`config.mk`:
```
export PLATFORM = sky130hd
export DESIGN_NAME = im2_scheduler
export DESIGN_NICKNAME = d
export VERILOG_FILES = /design/src/rtl/im2_pkg.sv /design/src/rtl/im2_patch_counter.sv /design/src/rtl/im2_scheduler.sv
export SDC_FILE = /design/constraint.sdc
export NUM_CORES = 1
export LEC_CHECK = 0
export CORE_AREA = 2 2 172 106
export CTS_BUF_LIST = sky130_fd_sc_hd__clkbuf_8
export CTS_CLUSTER_SIZE = 14
export DETAILED_ROUTE_END_ITERATION = 7
export DIE_AREA = 0 0 174 108
export PLACE_DENSITY = 0.83
export SLEW_MARGIN = 20
export SYNTH_ARGS = -nofsm -noshare
export SYNTH_HDL_FRONTEND = slang
export SYNTH_SLANG_ARGS = --single-unit
```
`constraint.sdc`:
```
create_clock -name clk -period 6.3 [get_ports clk]
set_input_delay 1.89 -clock clk [delete_from_list [all_inputs] [get_ports clk]]
set_output_delay 1.89 -clock clk [all_outputs]
set_load 0.02 [all_outputs]
```
`src/rtl/im2_pkg.sv`:
```
// Shared definitions for the im2 datapath and its layer scheduler.
package im2_pkg;

  // Default chunk geometry: elements per chunk row and lanes per cycle.
  localparam int unsigned CHUNK_K_DEF = 8;
  localparam int unsigned PACK_DEF    = 4;

  // Scheduler state encoding.
  typedef enum logic [2:0] {
    ST_IDLE = 3'd0,
    ST_CALC = 3'd1,
    ST_RUN  = 3'd2,
    ST_GAP  = 3'd3,
    ST_EMIT = 3'd4,
    ST_FIN  = 3'd5
  } sched_state_e;

  // Number of chunk groups needed to cover 'elems' elements, rounded up.
  function automatic logic [15:0] ceil_groups(input logic [31:0] elems,
                                              input logic [31:0] grp);
    logic [31:0] q;
    q = (elems + grp - 32'd1) / grp;
    return q[15:0];
  endfunction

endpackage

```
`src/rtl/im2_patch_counter.sv`:
```
// Nested wrap counter walking output patches: j innermost, then i, then n.
// 'last' flags the final (n, i, j) position so the scheduler can finish.
module im2_patch_counter #(
  parameter int JW = 6,
  parameter int IW = 6,
  parameter int NW = 16
) (
  input  logic          clk,
  input  logic          rst,
  input  logic          clr,
  input  logic          adv,
  input  logic [15:0]   lim_j,
  input  logic [15:0]   lim_i,
  input  logic [15:0]   lim_n,
  output logic [JW-1:0] j,
  output logic [IW-1:0] i,
  output logic [NW-1:0] n,
  output logic          last
);

  logic [JW-1:0] j_q, j_d;
  logic [IW-1:0] i_q, i_d;
  logic [NW-1:0] n_q, n_d;
  logic          wrap_j, wrap_i, wrap_n;

  // Each index is at its final value when index+1 reaches its limit; the
  // compare is widened so a limit of 0xFFFF cannot overflow.
  always_comb begin
    wrap_j = (17'(j_q) + 17'd1) >= 17'(lim_j);
    wrap_i = (17'(i_q) + 17'd1) >= 17'(lim_i);
    wrap_n = (17'(n_q) + 17'd1) >= 17'(lim_n);
  end

  // Next-index computation with carry from j into i into n.
  always_comb begin
    j_d = j_q;
    i_d = i_q;
    n_d = n_q;
    if (clr) begin
      j_d = '0;
      i_d = '0;
      n_d = '0;
    end else if (adv) begin
      if (!wrap_j) begin
        j_d = j_q + JW'(1);
      end else begin
        j_d = '0;
        if (!wrap_i) begin
          i_d = i_q + IW'(1);
        end else begin
          i_d = '0;
          if (!wrap_n) begin
            n_d = n_q + NW'(1);
          end else begin
            n_d = '0;
          end
        end
      end
    end
  end

  // Index registers.
  always_ff @(posedge clk) begin
    if (rst) begin
      j_q <= '0;
      i_q <= '0;
      n_q <= '0;
    end else begin
      j_q <= j_d;
      i_q <= i_d;
      n_q <= n_d;
    end
  end

  assign j    = j_q;
  assign i    = i_q;
  assign n    = n_q;
  assign last = wrap_j & wrap_i & wrap_n;

endmodule

```
`src/rtl/im2_scheduler.sv`:
```
// Layer scheduler for the im2 engine: sequences chunk groups per output
// patch, hands each finished patch downstream, and walks all kernels.
module im2_scheduler
  import im2_pkg::*;
#(
  parameter int DATA_WIDTH_map = 8,
  parameter int CHUNK_K        = CHUNK_K_DEF,
  parameter int PACK           = PACK_DEF,
  parameter int MAX_X1         = 5,
  parameter int MAX_X3         = 32,
  parameter int MAX_Y1         = 32,
  parameter int MAX_Y2         = 32,
  parameter int MAX_N          = 64
) (
  input  logic                        clk,
  input  logic                        rst,
  input  logic                        start,
  input  logic                        abort,
  input  logic [$clog2(MAX_X1):0]     X1,
  input  logic [$clog2(MAX_X1):0]     X2,
  input  logic [$clog2(MAX_X3):0]     X3,
  input  logic [$clog2(MAX_Y1):0]     Y1,
  input  logic [$clog2(MAX_Y2):0]     Y2,
  input  logic [2:0]                  STRIDE,
  input  logic [15:0]                 N_OUT,
  input  logic [15:0]                 OH,
  input  logic [15:0]                 OW,
  input  logic                        im2_done,
  output logic                        en_im2,
  output logic [15:0]                 n,
  output logic [15:0]                 k_grp,
  output logic [$clog2(MAX_Y2):0]     patch_i,
  output logic [$clog2(MAX_Y1):0]     patch_j,
  output logic                        first_grp,
  output logic                        out_valid,
  input  logic                        out_ready,
  output logic                        busy,
  output logic                        layer_done
);

  localparam int XW  = $clog2(MAX_X1) + 1;
  localparam int X3W = $clog2(MAX_X3) + 1;
  localparam int Y1W = $clog2(MAX_Y1) + 1;
  localparam int Y2W = $clog2(MAX_Y2) + 1;
  localparam logic [31:0] GRP_ELEMS = 32'(CHUNK_K * PACK);

  // Window length is set by the im2 engine itself and the kernel limit only
  // bounds the caller's N_OUT; neither changes this block's logic.
  localparam int unused_params = DATA_WIDTH_map + MAX_N;

  sched_state_e state_q, state_d;

  logic [XW-1:0]  x1_q, x1_d, x2_q, x2_d;
  logic [X3W-1:0] x3_q, x3_d;
  logic [Y1W-1:0] y1_q, y1_d;
  logic [Y2W-1:0] y2_q, y2_d;
  logic [2:0]     stride_q, stride_d;
  logic [15:0]    n_out_q, n_out_d, oh_q, oh_d, ow_q, ow_d;
  logic [15:0]    ngrp_q, ngrp_d;
  logic [15:0]    k_grp_q, k_grp_d;
  logic           en_im2_q, en_im2_d;
  logic           out_valid_q, out_valid_d;
  logic           busy_q, busy_d;
  logic           layer_done_q, layer_done_d;
  logic           first_grp_q, first_grp_d;
  logic [31:0]    elems;
  logic           cnt_clr, cnt_adv, cnt_last;

  // Map geometry and stride are latched with the pass but consumed by im2.
  logic unused_cfg;
  assign unused_cfg = ^{y1_q, y2_q, stride_q};

  im2_patch_counter #(
    .JW (Y1W),
    .IW (Y2W),
    .NW (16)
  ) u_patch_counter (
    .clk   (clk),
    .rst   (rst),
    .clr   (cnt_clr),
    .adv   (cnt_adv),
    .lim_j (ow_q),
    .lim_i (oh_q),
    .lim_n (n_out_q),
    .j     (patch_j),
    .i     (patch_i),
    .n     (n),
    .last  (cnt_last)
  );

  // Next-state, config capture, group counting and registered-output decode.
  always_comb begin
    state_d  = state_q;
    x1_d     = x1_q;
    x2_d     = x2_q;
    x3_d     = x3_q;
    y1_d     = y1_q;
    y2_d     = y2_q;
    stride_d = stride_q;
    n_out_d  = n_out_q;
    oh_d     = oh_q;
    ow_d     = ow_q;
    ngrp_d   = ngrp_q;
    k_grp_d  = k_grp_q;
    cnt_clr  = 1'b0;
    cnt_adv  = 1'b0;
    elems    = 32'(x1_q) * 32'(x2_q) * 32'(x3_q);

    if (abort) begin
      state_d = ST_IDLE;
    end else begin
      unique case (state_q)
        ST_IDLE: begin
          if (start) begin
            x1_d     = X1;
            x2_d     = X2;
            x3_d     = X3;
            y1_d     = Y1;
            y2_d     = Y2;
            stride_d = STRIDE;
            n_out_d  = N_OUT;
            oh_d     = OH;
            ow_d     = OW;
            state_d  = ST_CALC;
          end
        end
        ST_CALC: begin
          ngrp_d  = ceil_groups(elems, GRP_ELEMS);
          k_grp_d = '0;
          cnt_clr = 1'b1;
          if ((n_out_q == '0) || (oh_q == '0) || (ow_q == '0)) begin
            state_d = ST_FIN;
          end else begin
            state_d = ST_RUN;
          end
        end
        ST_RUN: begin
          if (im2_done) begin
            state_d = ST_GAP;
          end
        end
        ST_GAP: begin
          // Compare k_grp+1 against NGRP so an empty kernel still acts as one group.
          if ((17'(k_grp_q) + 17'd1) < 17'(ngrp_q)) begin
            k_grp_d = k_grp_q + 16'd1;
            state_d = ST_RUN;
          end else begin
            k_grp_d = '0;
            state_d = ST_EMIT;
          end
        end
        ST_EMIT: begin
          if (out_ready) begin
            cnt_adv = 1'b1;
            state_d = cnt_last ? ST_FIN : ST_RUN;
          end
        end
        ST_FIN: begin
          state_d = ST_IDLE;
        end
        default: begin
          state_d = ST_IDLE;
        end
      endcase
    end

    en_im2_d     = (state_d == ST_RUN);
    out_valid_d  = (state_d == ST_EMIT);
    busy_d       = (state_d != ST_IDLE);
    layer_done_d = (state_d == ST_FIN);
    first_grp_d  = (state_d == ST_RUN) && (k_grp_d == '0);
  end

  // State, configuration and output registers.
  always_ff @(posedge clk) begin
    if (rst) begin
      state_q      <= ST_IDLE;
      x1_q         <= '0;
      x2_q         <= '0;
      x3_q         <= '0;
      y1_q         <= '0;
      y2_q         <= '0;
      stride_q     <= '0;
      n_out_q      <= '0;
      oh_q         <= '0;
      ow_q         <= '0;
      ngrp_q       <= '0;
      k_grp_q      <= '0;
      en_im2_q     <= 1'b0;
      out_valid_q  <= 1'b0;
      busy_q       <= 1'b0;
      layer_done_q <= 1'b0;
      first_grp_q  <= 1'b0;
    end else begin
      state_q      <= state_d;
      x1_q         <= x1_d;
      x2_q         <= x2_d;
      x3_q         <= x3_d;
      y1_q         <= y1_d;
      y2_q         <= y2_d;
      stride_q     <= stride_d;
      n_out_q      <= n_out_d;
      oh_q         <= oh_d;
      ow_q         <= ow_d;
      ngrp_q       <= ngrp_d;
      k_grp_q      <= k_grp_d;
      en_im2_q     <= en_im2_d;
      out_valid_q  <= out_valid_d;
      busy_q       <= busy_d;
      layer_done_q <= layer_done_d;
      first_grp_q  <= first_grp_d;
    end
  end

  assign en_im2     = en_im2_q;
  assign out_valid  = out_valid_q;
  assign busy       = busy_q;
  assign layer_done = layer_done_q;
  assign first_grp  = first_grp_q;
  assign k_grp      = k_grp_q;

endmodule

```
# == After elaboration in Yosys (flattened, before gate mapping) ==
# Index checks and enable logic that the tools add are counted.
# totals
ff_bits,130
word_cells,76
# op_classes
add_sub_neg,10
bitwise_logic,3
n_reduce_logical,14
mul,2
eq_ne,7
order_cmp,4
n_mux,19
# ops
cell,n
$logic_not 16->1,4
$ge 17x16->1,3
$mux 16,3
$add 16x1->17 const B,2
$add 16x1->16 const B,2
$pmux 16 s2,1
$mux 3,7
$lt 17x16->1,1
$sub 15x1->16 const B,1
$add 14x6->15 const B,1
$pmux 3 s5,1
$add 6x1->7 const B,2
$mul 8x6->14,1
$add 6x1->6 const B,2
$mux 6,2
$eq 3x2->1 const B,3
$eq 3x3->1 const B,3
$mul 4x4->8,1
$reduce_and 3->1,2
$mux 1,5
$reduce_and 2->1,2
$eq 3x1->1 const B,1
$logic_not 3->1,1
$reduce_bool 3->1,1
other kinds (5),7

# == Logic depth before layout (Yosys ltp) ==
# depth
ltp_word,10
ltp_mapped,27
depth_no_buf,26

# == By module ==
# From an unflattened synthesis, not the netlist that was laid out.
# unflattened
hier_cells,1134
hier_area_um2,9064.9
# by_module_without_submodules
mod,cells_per_inst,n_inst,area_each_um2,seq_area_each_um2
im2_scheduler,806,1,6565.0,1941.9
im2_patch_counter,328,1,2499.9,560.5

# == Least setup slack after synthesis ==
# OpenSTA, ideal clock, no wires.
# synth_path
kind,register -> register
from,register x1_q[0]
to,register ngrp_q[9]
period_less_slack_ps,6440
setup_ps,131
path_stages_with_launch,27
arrival_time_ps,6309
setup_slack_ps,-140
path_cell_list,dfxtp_1 > clkbuf_1 > nand2_1 > fa_1 > fa_1 > inv_1 > ha_1 > a21o_1 > a21oi_1 > o21bai_1 > a21oi_1 > xnor2_1 > and2_1 > fa_1 > inv_1 > fa_1 > inv_1 > fa_1 > ha_1 > ha_1 > and3_1 > nor2b_1 > o31a_1 > or3_1 > a41oi_1 > or4_1 > o311ai_1
# synth_via
elab_chain_len,4
# synth_rtl
item,line_no,rtl
from (decl),im2_scheduler.sv:53,"logic [XW-1:0] x1_q, x1_d, x2_q, x2_d;"
from (signal assigned),im2_scheduler.sv:178,x1_q <= '0;
from (signal assigned),im2_scheduler.sv:196,x1_q <= x1_d;
$mul 4x4->8,im2_scheduler.sv:107,elems = 32'(x1_q) * 32'(x2_q) * 32'(x3_q);
$mul 8x6->14,im2_scheduler.sv:107,
$add 14x6->15,im2_pkg.sv:22,q = (elems + grp - 32'd1) / grp;
$sub 15x1->16,im2_pkg.sv:22,
to (signal assigned),im2_scheduler.sv:205,ngrp_q <= ngrp_d;
to (decl),im2_scheduler.sv:59,"logic [15:0] ngrp_q, ngrp_d;"
# Every way passes these cells.
# A chain may end at the register's enable or synchronous reset.

# == Worst setup path in the final report ==
# layout_path
from,register x2_q[3]
to,register ngrp_q[8]
# layout_via
elab_chain_len,4
# layout_rtl
item,line_no,rtl
from (decl),im2_scheduler.sv:53,
from (signal assigned),im2_scheduler.sv:179,x2_q <= '0;
from (signal assigned),im2_scheduler.sv:197,x2_q <= x2_d;
$mul 4x4->8,im2_scheduler.sv:107,
$mul 8x6->14,im2_scheduler.sv:107,
$add 14x6->15,im2_pkg.sv:22,
$sub 15x1->16,im2_pkg.sv:22,
# Every way passes these cells.

==> metrics.md <==
| Metric | Value |
|---|---|
| Crit path max fanout | `4` |
| Synth top area cells | `dfxtp_1 29%, ha_1 14%, nand2_1 9.0%, fa_1 6.9%, a21oi_1 6.9%` |
| Number of max-cap violations | `0` |
| Synth top area share | `28.92%` |
| Area leader, netlist | `dfxtp_1` |
| R2R Setup Slk | `-0.7 ps` |
| DRC | `0` |
| Share of layout cells above drive strength 1 | `7.858%` |
| Leak pwr | `0.004379 µW` |
| Root buffer cell | `clkbuf_8` |
| Area growth syn-to-layout | `22.48%` |
| Switch Pwr | `just over 500 µW` |
| Arrival @ worst endpoint | `roughly 6600 ps` |
| Max Buffers Root-to-Sink | `2` |
| Post-detail-place hpwl | `between 15 and 20 mm` |
| Core area | `17040 µm²` |
| Final Hold Fails | `0` |
| Largest net degree at the start of global routing | `104` |
| Cell area after layout | `10600 µm²` |
| Crit Reg-Reg Startpoint | `x2_q[3]` |
| FP Rows | `37` |
| Final cycle utilization of the critical path | `100.0%` |
| Via/cell ratio | `between 5 and 6` |
| Total wire length | `22.68 mm` |
| Pins over their slew limit | `0` |
| Max H-tree Level | `4` |
| Switching Share | `28.97%` |
| Peak Freq | `between 150 and 200 MHz` |
| Combinational Power Share | `roughly 12%` |
| Synth top cells by count | `207 x nand2_1, 125 x dfxtp_1, 119 x a21oi_1` |
| DR top layer | `met4` |
| Total negative slack | `-0.7017 ps` |
| Syn_area_per_cell | `between 7 and 8 µm²` |
| Num ports | `between 100 and 150` |
| Reg-to-reg endpoint | `ngrp_q[8]` |
| Initial antenna violation count | `1` |
| Register area share after synthesis | `just under 30%` |
| Placed Area | `10060 µm²` |
| Routed Antenna Nets | `0` |
| Synthesized area | `8653 µm²` |
| Metal2 WL | `approximately 9.6 mm` |
| Cells on worst reg2reg path | `24` |
| Final nets | `1404` |
| CTS tree | `built` |
| Syn Inst Count | `between 1000 and 1500` |
| Crit start category | `register` |
| Setup Skew | `15.08 ps` |
| Worst-Skew Late Latency | `between 400 and 500 ps` |
| Hold WS | `approximately 460 ps` |
| Sequential Power Share | `between 40% and 50%` |
| Post-synth EDFFs | `0` |
| Setup crit end | `ngrp_q[8]` |
| Via count | `between 8000 and 9000` |
| Clk slew on worst S/H paths | `about 90 ps` |
| Chip width | `174 µm` |
| First-pass GRT wire length | `roughly 38 mm` |
| P_int | `1237 µW` |
| Total CTS buffers | `17` |
| Clk pwr share | `a little under 40%` |
| Async SR Flop Fraction | `0%` |
| Crit path capture type | `register` |
| Netlist cell types | `63` |
| Total track usage | `24.66%` |
| Cell with the most instances after synthesis | `nand2_1` |
| Die area | `roughly 19000 µm²` |
| Unrepaired setup endpoints after global routing | `true` |
| Yosys warnings | `0` |
| Pwr Density | `approximately 160 nW/µm²` |
| Final setup violation count | `1` |
| DRT Pass-1 Iters | `5` |
| Rel. slew slack | `28.23%` |
| Final worst slack | `-0.7017 ps` |
| Flops & latches, synth | `125` |
| Routed WL per cell | `~16 µm` |
| Design Power | `1742 µW` |
| Maximum VDD drop | `roughly 120 µV` |
| Post-Route M1 WL | `roughly 11 mm` |
| Req. time, crit path | `6640 ps` |
| Worst-Margin Slew | `approximately 1100 ps` |
| Type of the worst setup path | `reg -> reg` |
| Net count after synthesis | `about 1300` |
| Number of DRC markers in iteration 0 | `795` |
| Failing checks | `negative setup slack` |
| Vert. Die Dim | `around 110 µm` |
| Post-layout min period | `about 6300 ps` |
| Port bufs | `116` |
| Worst hold path type | `reg -> reg` |
| Outcome | `finished with violations` |
| Vias in the first global route | `slightly below 8000` |
| Met3 WL | `~2.0 mm` |
| Starting density of the core | `around 50%` |
| CTS Sinks | `around 130` |
| Routability cong. | `approximately 0.96` |
| Worst Setup SP | `x2_q[3]` |
| Total grt overflow | `0` |
| Main flop type after synthesis | `dfxtp_1` |
power groups by stage:
stage               clock (µW)  sequential (µW)  combinational [µW]
global placement             0              849                 204
global route               739              836                 236
floorplan                    0              843                 125
detailed placement           0              851                 209
finish                     694              833                 215
CTS                        701              832                 211
flip-flops by register name (all words and copies together) (netlist names):
| register | count |
|---|---|
| oh_q | 16 |
| u_patch_counter.n | 16 |
| u_patch_counter.i | 6 |
| k_grp | 16 |
| out_valid | 1 |
| ngrp_q | 11 |
| x1_q | 4 |
| en_im2 | 1 |
| ow_q | 16 |
| x3_q | 6 |
| u_patch_counter.j | 6 |
| busy | 1 |
| x2_q | 4 |
| layer_done | 1 |
| state_q | 3 |
| n_out_q | 16 |
| first_grp | 1 |
routing by layer:
layer  track usage (%)  vias up
met3             6.681       27
met2             37.39      329
li1                  -     3973
met4             6.122        0
met1             34.91     3836
met5                 0        -
how the worst min path moves through the flow:
stage / to / start / depth (start not counted) / slack [ps]
3_5_place_dp: ngrp_q[14] / ngrp_q[14] / 2 / 450
5_1_grt: ngrp_q[0] / ngrp_q[0] / 2 / 470
3_3_place_gp: oh_q[13] / oh_q[13] / 2 / 440
4_1_cts: ngrp_q[14] / ngrp_q[14] / 2 / 450
2_1_floorplan: ngrp_q[3] / ngrp_q[3] / 2 / 430
6_report: oh_q[10] / oh_q[10] / 2 / 460
logic make-up (layout without fill, tap and decap cells):
| family | Yosys count | count (layout) | share of synthesized area [%] |
|---|---|---|---|
| simple gates | 463 | 463 | 25.80 |
| compound gates | 201 | 201 | 13.78 |
| fa+ha+maj | 125 | 125 | 20.68 |
| flops | 125 | 125 | 28.92 |
| buf+inv | 124 | 244 | 5.625 |
| xor+xnor | 48 | 48 | 4.858 |
| mux | 3 | 3 | 0.3470 |
| other cells | 0 | 1 | 0 |
cell usage in the layout, fill, tap and decap left out, types with 4 or more instances in the layout:
master | synthesis | routed
a21o_1 | 9 | 9
a21oi_1 | 119 | 116
a31oi_1 | 14 | 13
and2_1 | 29 | 29
and3_1 | 17 | 15
buf_4 | 2 | 23
clkbuf_8 | 0 | 18
clkdlybuf4s50_1 | 0 | 115
dfxtp_1 | 125 | 121
dfxtp_2 | 0 | 4
fa_1 | 30 | 30
ha_1 | 95 | 91
ha_4 | 0 | 4
inv_1 | 74 | 73
inv_6 | 0 | 6
nand2_1 | 207 | 205
nand2b_1 | 10 | 10
nand3_1 | 58 | 57
nand3b_1 | 13 | 13
nand4_1 | 11 | 11
nand4b_1 | 4 | 4
nor2_1 | 50 | 48
nor2b_1 | 8 | 7
nor3_1 | 13 | 13
nor4_1 | 17 | 17
o21ai_0 | 20 | 19
or3_1 | 9 | 7
xnor2_1 | 29 | 27
xor2_1 | 19 | 19
metrics by stage:
stage | setup slack [ps] | util (%) | cells
floorplan | 23.61 | - | 1089
global placement | -38.46 | 59.07 | 1409
finish | -0.7017 | 62.21 | 1444
global route | -203.0 | 62.20 | 1443
CTS | 2.478 | 61.63 | 1443
detailed placement | -163.4 | 59.07 | 1409
area by class of cell:
type                    count  area [µm²]
fillers                  1478        6437
multi-input cells         840        5813
flip-flops and latches    125        2507
repair buffers            138        1324
well taps                 234       292.8
inverters                  74       277.8
clock buffers              18       247.7
clock inverters            14       133.9
diodes                      1       2.502
worst max-delay path: stages, from the launching register on:
cell	delay [ps]
dfxtp_2	340
nand2_2	70
fa_1	490
fa_1	520
inv_2	60
fa_1	460
a21oi_1	160
nor2_1	70
nor2_2	160
xnor2_2	120
and2_1	190
fa_1	490
inv_2	40
fa_1	540
inv_1	50
fa_1	450
ha_1	350
ha_4	280
and3_4	170
nor2b_4	120
o31a_1	170
or3_4	180
a31oi_4	90
or4_4	540
o311ai_1	80
repair_timing:
item / CTS / global route
pin swaps: 9 / 22
hold buffers: 0 / 0
setup endpoints to repair: 5 / 7
buffers inserted: 2 / 0
resized for setup: 8 / 20
(Power assumes the default switching activity.)
==> edit 1, RTL diff (same flow settings) <==
Make the reset (`rst`) asynchronous in 2 clocked blocks.
--- a/src/rtl/im2_patch_counter.sv
+++ b/src/rtl/im2_patch_counter.sv
@@ -61,5 +61,5 @@
 
   // Index registers.
-  always_ff @(posedge clk) begin
+  always_ff @(posedge clk or posedge rst) begin
     if (rst) begin
       j_q <= '0;
--- a/src/rtl/im2_scheduler.sv
+++ b/src/rtl/im2_scheduler.sv
@@ -173,5 +173,5 @@
 
   // State, configuration and output registers.
-  always_ff @(posedge clk) begin
+  always_ff @(posedge clk or posedge rst) begin
     if (rst) begin
       state_q      <= ST_IDLE;
Formal check against the unedited RTL: differs if rst is asserted again (counterexample within 4 cycles, from zero or initial values and one cycle with rst high); with rst held inactive, the same outputs for 4 cycles.
==> edit 1 against the original RTL <==
Design area increased by 4.6%; setup slack improved by 0.13 ns; sequential cell count unchanged; synthesized cell count decreased by 18%; routed wire length decreased by 6.4%; sequential share of layout area increased by 4.6 points; synthesized area increased by 3.9%; hold slack improved by 0.024 ns; critical path type unchanged.
Power is left out: the tool's default activity adds up to more than one toggle a clock period on the data nets, which glitch-free logic cannot reach.
==> edit 1: results (changes against the original RTL) <==
Dpl cell area = 10500 µm² (+4.2%)
Post-synth top cells = 125 x dfrtp_1, 95 x ha_1, 80 x inv_1
Final clock skew = 0.0259 ns (+0.0108 ns)
Slew HR = 38.5% (+10 points)
First-pass GRT wire length = 34.5 mm (-8.5%)
Final #Nets = 1231 (-12%)
Maximum number of pins on one net before global-route repair = 73 (-30%)
Clk_lat worst skew = 0.45 ns
Vias in the first global route = 6748 (-13%)
Diodes inserted = 0 (-1)
Yosys cell types = 65 (+3.2%)
Synth Instances = 889 (-18%)
Drt wl/cell = 16.7 µm (+6.4%)
Final Non-Filler Cells = 1270 (-12%)
Drt first-iter violations = 481 (-39%)
Pre-antenna DRT Iters = 6 (+1)
Arr. time, crit path = 6.56 ns (-0.08 ns)
Net Count, Synth = 1097 (-15%)
Layout cells sized above 1 = 16.2% (+8.4 points)
Antenna violations before repair = 0 (-1)
Seq/Total Area, Yosys = 34.8% (+5.9 points)
Clock slew at reported path FFs = 0.11 ns (+0.02 ns)
Tot GR Track Use = 22.9% (-1.8 points)
Worst Path Max Fanout = 4 (unchanged)
Dpl hpwl = 16.1 mm (-3.5%)
Gpl congestion = 0.879 (-8.5%)
Asr flop ratio synth = 100% (+100 points)
Status = finished, final reports clean
DR vias = 7070 (-13%)
-- edit 1: changes by cell type after synthesis, sizes merged, moves of 9 or more --
cell    unedited run  this run
clkbuf            41        12
a21oi            119        29
dfxtp            125         0
a22o               1        12
and3              17         8
nor2              51        37
nand2            207        70
o21ai             21        39
and2              30        40
dfrtp              0       125
nand3             58        39
mux2               0        63
nand3b            13         0
-- edit 1: path summary, 6_finish.rpt --
check | from | slack (ns) | end | depth (start not counted)
setup / recovery | x1_q[1] | 0.13 | ngrp_q[9] | 23
hold / removal | ngrp_q[2] | 0.48 | ngrp_q[2] | 2
setup reg to reg | x1_q[1] | 0.13 | ngrp_q[9] | 23
hold reg to reg | ngrp_q[2] | 0.48 | ngrp_q[2] | 2
max in group asynchronous | rst | 3.41 | ngrp_q[7] | 3
min in group asynchronous | rst | 1.98 | n_out_q[13] | 2
-- edit 1: critical path, cell delays in order (launching register included) --
cell and delay, ns:
dfrtp_1 0.40, nand2_2 0.08, fa_1 0.54, inv_1 0.05
fa_1 0.45, ha_1 0.29, a21o_1 0.17, a21oi_2 0.18
o21bai_1 0.11, a21oi_2 0.18, xnor2_2 0.15, and2_4 0.17
fa_1 0.44, fa_1 0.50, fa_1 0.58, ha_4 0.23
ha_4 0.30, nand3_4 0.08, a21oi_4 0.16, nor3_4 0.07
o31ai_4 0.27, a21oi_2 0.11, or4b_4 0.55, nand3_2 0.08
-- edit 1: final cells by class --
class	instances	share of cell area, %
tap	234	2.64
clock inverter	15	1.28
sequential	125	28.2
multi-input combinational	656	50.8
timing repair buffer	141	12.2
clock buffer	17	2.11
inverter	82	2.80
-- edit 1: cells by family after synthesis --
family / share of synthesized area (%)
AO/OA/AOI/OAI: 11.7
AND/OR/NAND/NOR: 16.2
multiplexers: 8.00
flip-flops: 34.8
adder cells (fa/ha/maj): 19.9
XOR/XNOR: 4.67
buffers and inverters: 4.80
-- edit 1: repair_timing --
| action | in CTS | in global routing |
|---|---|---|
| pin swaps | 4 | 32 |
| setup buffers | 2 | 2 |
| endpoints found under the setup margin | 3 | 6 |
| hold buffers | 0 | 0 |
| gates resized for setup | 7 | 26 |
-- edit 1: routing by layer --
| metal | routed length [µm] | GRT usage (%) |
|---|---|---|
| met1 | 10600 | 35.1 |
| met2 | 8980 | 32.8 |
| met3 | 1530 | 6.12 |
| met4 | 130 | 3.42 |
| met5 | 0 | 0 |
-- edit 1: per-stage QoR --
| stage | worst slack (ns) | hold WS, ns |
|---|---|---|
| 2_1_floorplan | 0.116 | 0.443 |
| 3_3_place_gp | -0.0384 | 0.464 |
| 3_5_place_dp | -0.214 | 0.466 |
| 4_1_cts | 0.0194 | 0.490 |
| 5_1_grt | -0.121 | 0.508 |
| 6_report | 0.129 | 0.482 |
==> edit 2, RTL diff (same flow settings) <==
Without the edit above. `MAX_X3`: 32 -> 16.
--- a/src/rtl/im2_scheduler.sv
+++ b/src/rtl/im2_scheduler.sv
@@ -8,5 +8,5 @@
   parameter int PACK           = PACK_DEF,
   parameter int MAX_X1         = 5,
-  parameter int MAX_X3         = 32,
+  parameter int MAX_X3         = 16,
   parameter int MAX_Y1         = 32,
   parameter int MAX_Y2         = 32,
Interface: changed (resized X3); port bits go from 132 to 131. The function was not compared with the original's and may differ.
==> edit 2 against the original RTL <==
Synthesized area decreased by 9.3%; core utilization decreased by 5.4 points; sequential cell count decreased by 3; design area decreased by 8.6%; total power increased by 2.1%; die area unchanged; setup slack improved by 0.36 ns; routed wire length decreased by 12%; count of clock-buffer cells in the layout unchanged; sequential share of layout area increased by 1.6 points; largest cell class unchanged.
==> edit 2: results (changes against the original RTL) <==
Status = finished, final reports clean
Worst Path Max Fanout = 5 (+1)
Arr. time, crit path = 6.21 ns (-0.43 ns)
Met3 GRT Util = 5.38% (-1.3 points)
Net Count, Synth = 1157 (-11%)
Syn avg cell area = 8.07 µm² (+1.5%)
Part of the power in registers = 45.8% (-2.1 points)
Met1 global-route usage = 30.4% (-4.5 points)
Filler cells = 1564 (+5.8%)
Ranking of synthesized cells by area = dfxtp_1 31%, ha_1 12%, nand2_1 9.2%
Antenna violations before repair = 0 (-1)
Vias in the first global route = 6715 (-13%)
Final #Nets = 1266 (-9.8%)
Final clock skew = 0.0146 ns (-0.000448 ns)
Gpl congestion = 0.889 (-7.4%)
Yosys cell types = 60 (-4.8%)
Drt first-iter violations = 601 (-24%)
Dpl hpwl = 14.7 mm (-12%)
Seq/Total Area, Yosys = 31.1% (+2.2 points)
Postcts setup bufs = 0 (-2)
Post-CTS sizing = 0 (-8)
Slew HR = 33.0% (+4.8 points)
Placed Cells incl. Taps = 1296 (-8.0%)
DR vias = 7002 (-14%)
Fmax = 168 MHz (+6.1%)
-- edit 2: changes by cell type in the layout (fill, tap and decap cells not counted), moves of 13 or more --
cell / delta
a21oi_1: -20
ha_1: -14
nand2_1: -13
nand3_1: -27
inv_1: +16
-- edit 2: kinds of logic (layout without fill, tap and decap cells) --
logic type | Yosys count | count (layout) | synth area share [%]
xor+xnor | 40 | 40 | 4.46
compound gates | 182 | 182 | 14.7
fa+ha+maj | 102 | 102 | 18.7
mux | 5 | 5 | 0.654
flops | 122 | 122 | 31.1
buf+inv | 126 | 248 | 6.23
simple gates | 396 | 396 | 24.2
-- edit 2: area by class of cell --
type / count / area [µm²] / share of cell area, %
clock buffers: 18 / 248 / 2.56
inverters: 89 / 334 / 3.45
flip-flops and latches: 122 / 2450 / 25.3
multi-input cells: 725 / 4960 / 51.2
repair buffers: 127 / 1240 / 12.8
clock inverters: 14 / 169 / 1.74
well taps: 234 / 293 / 3.02
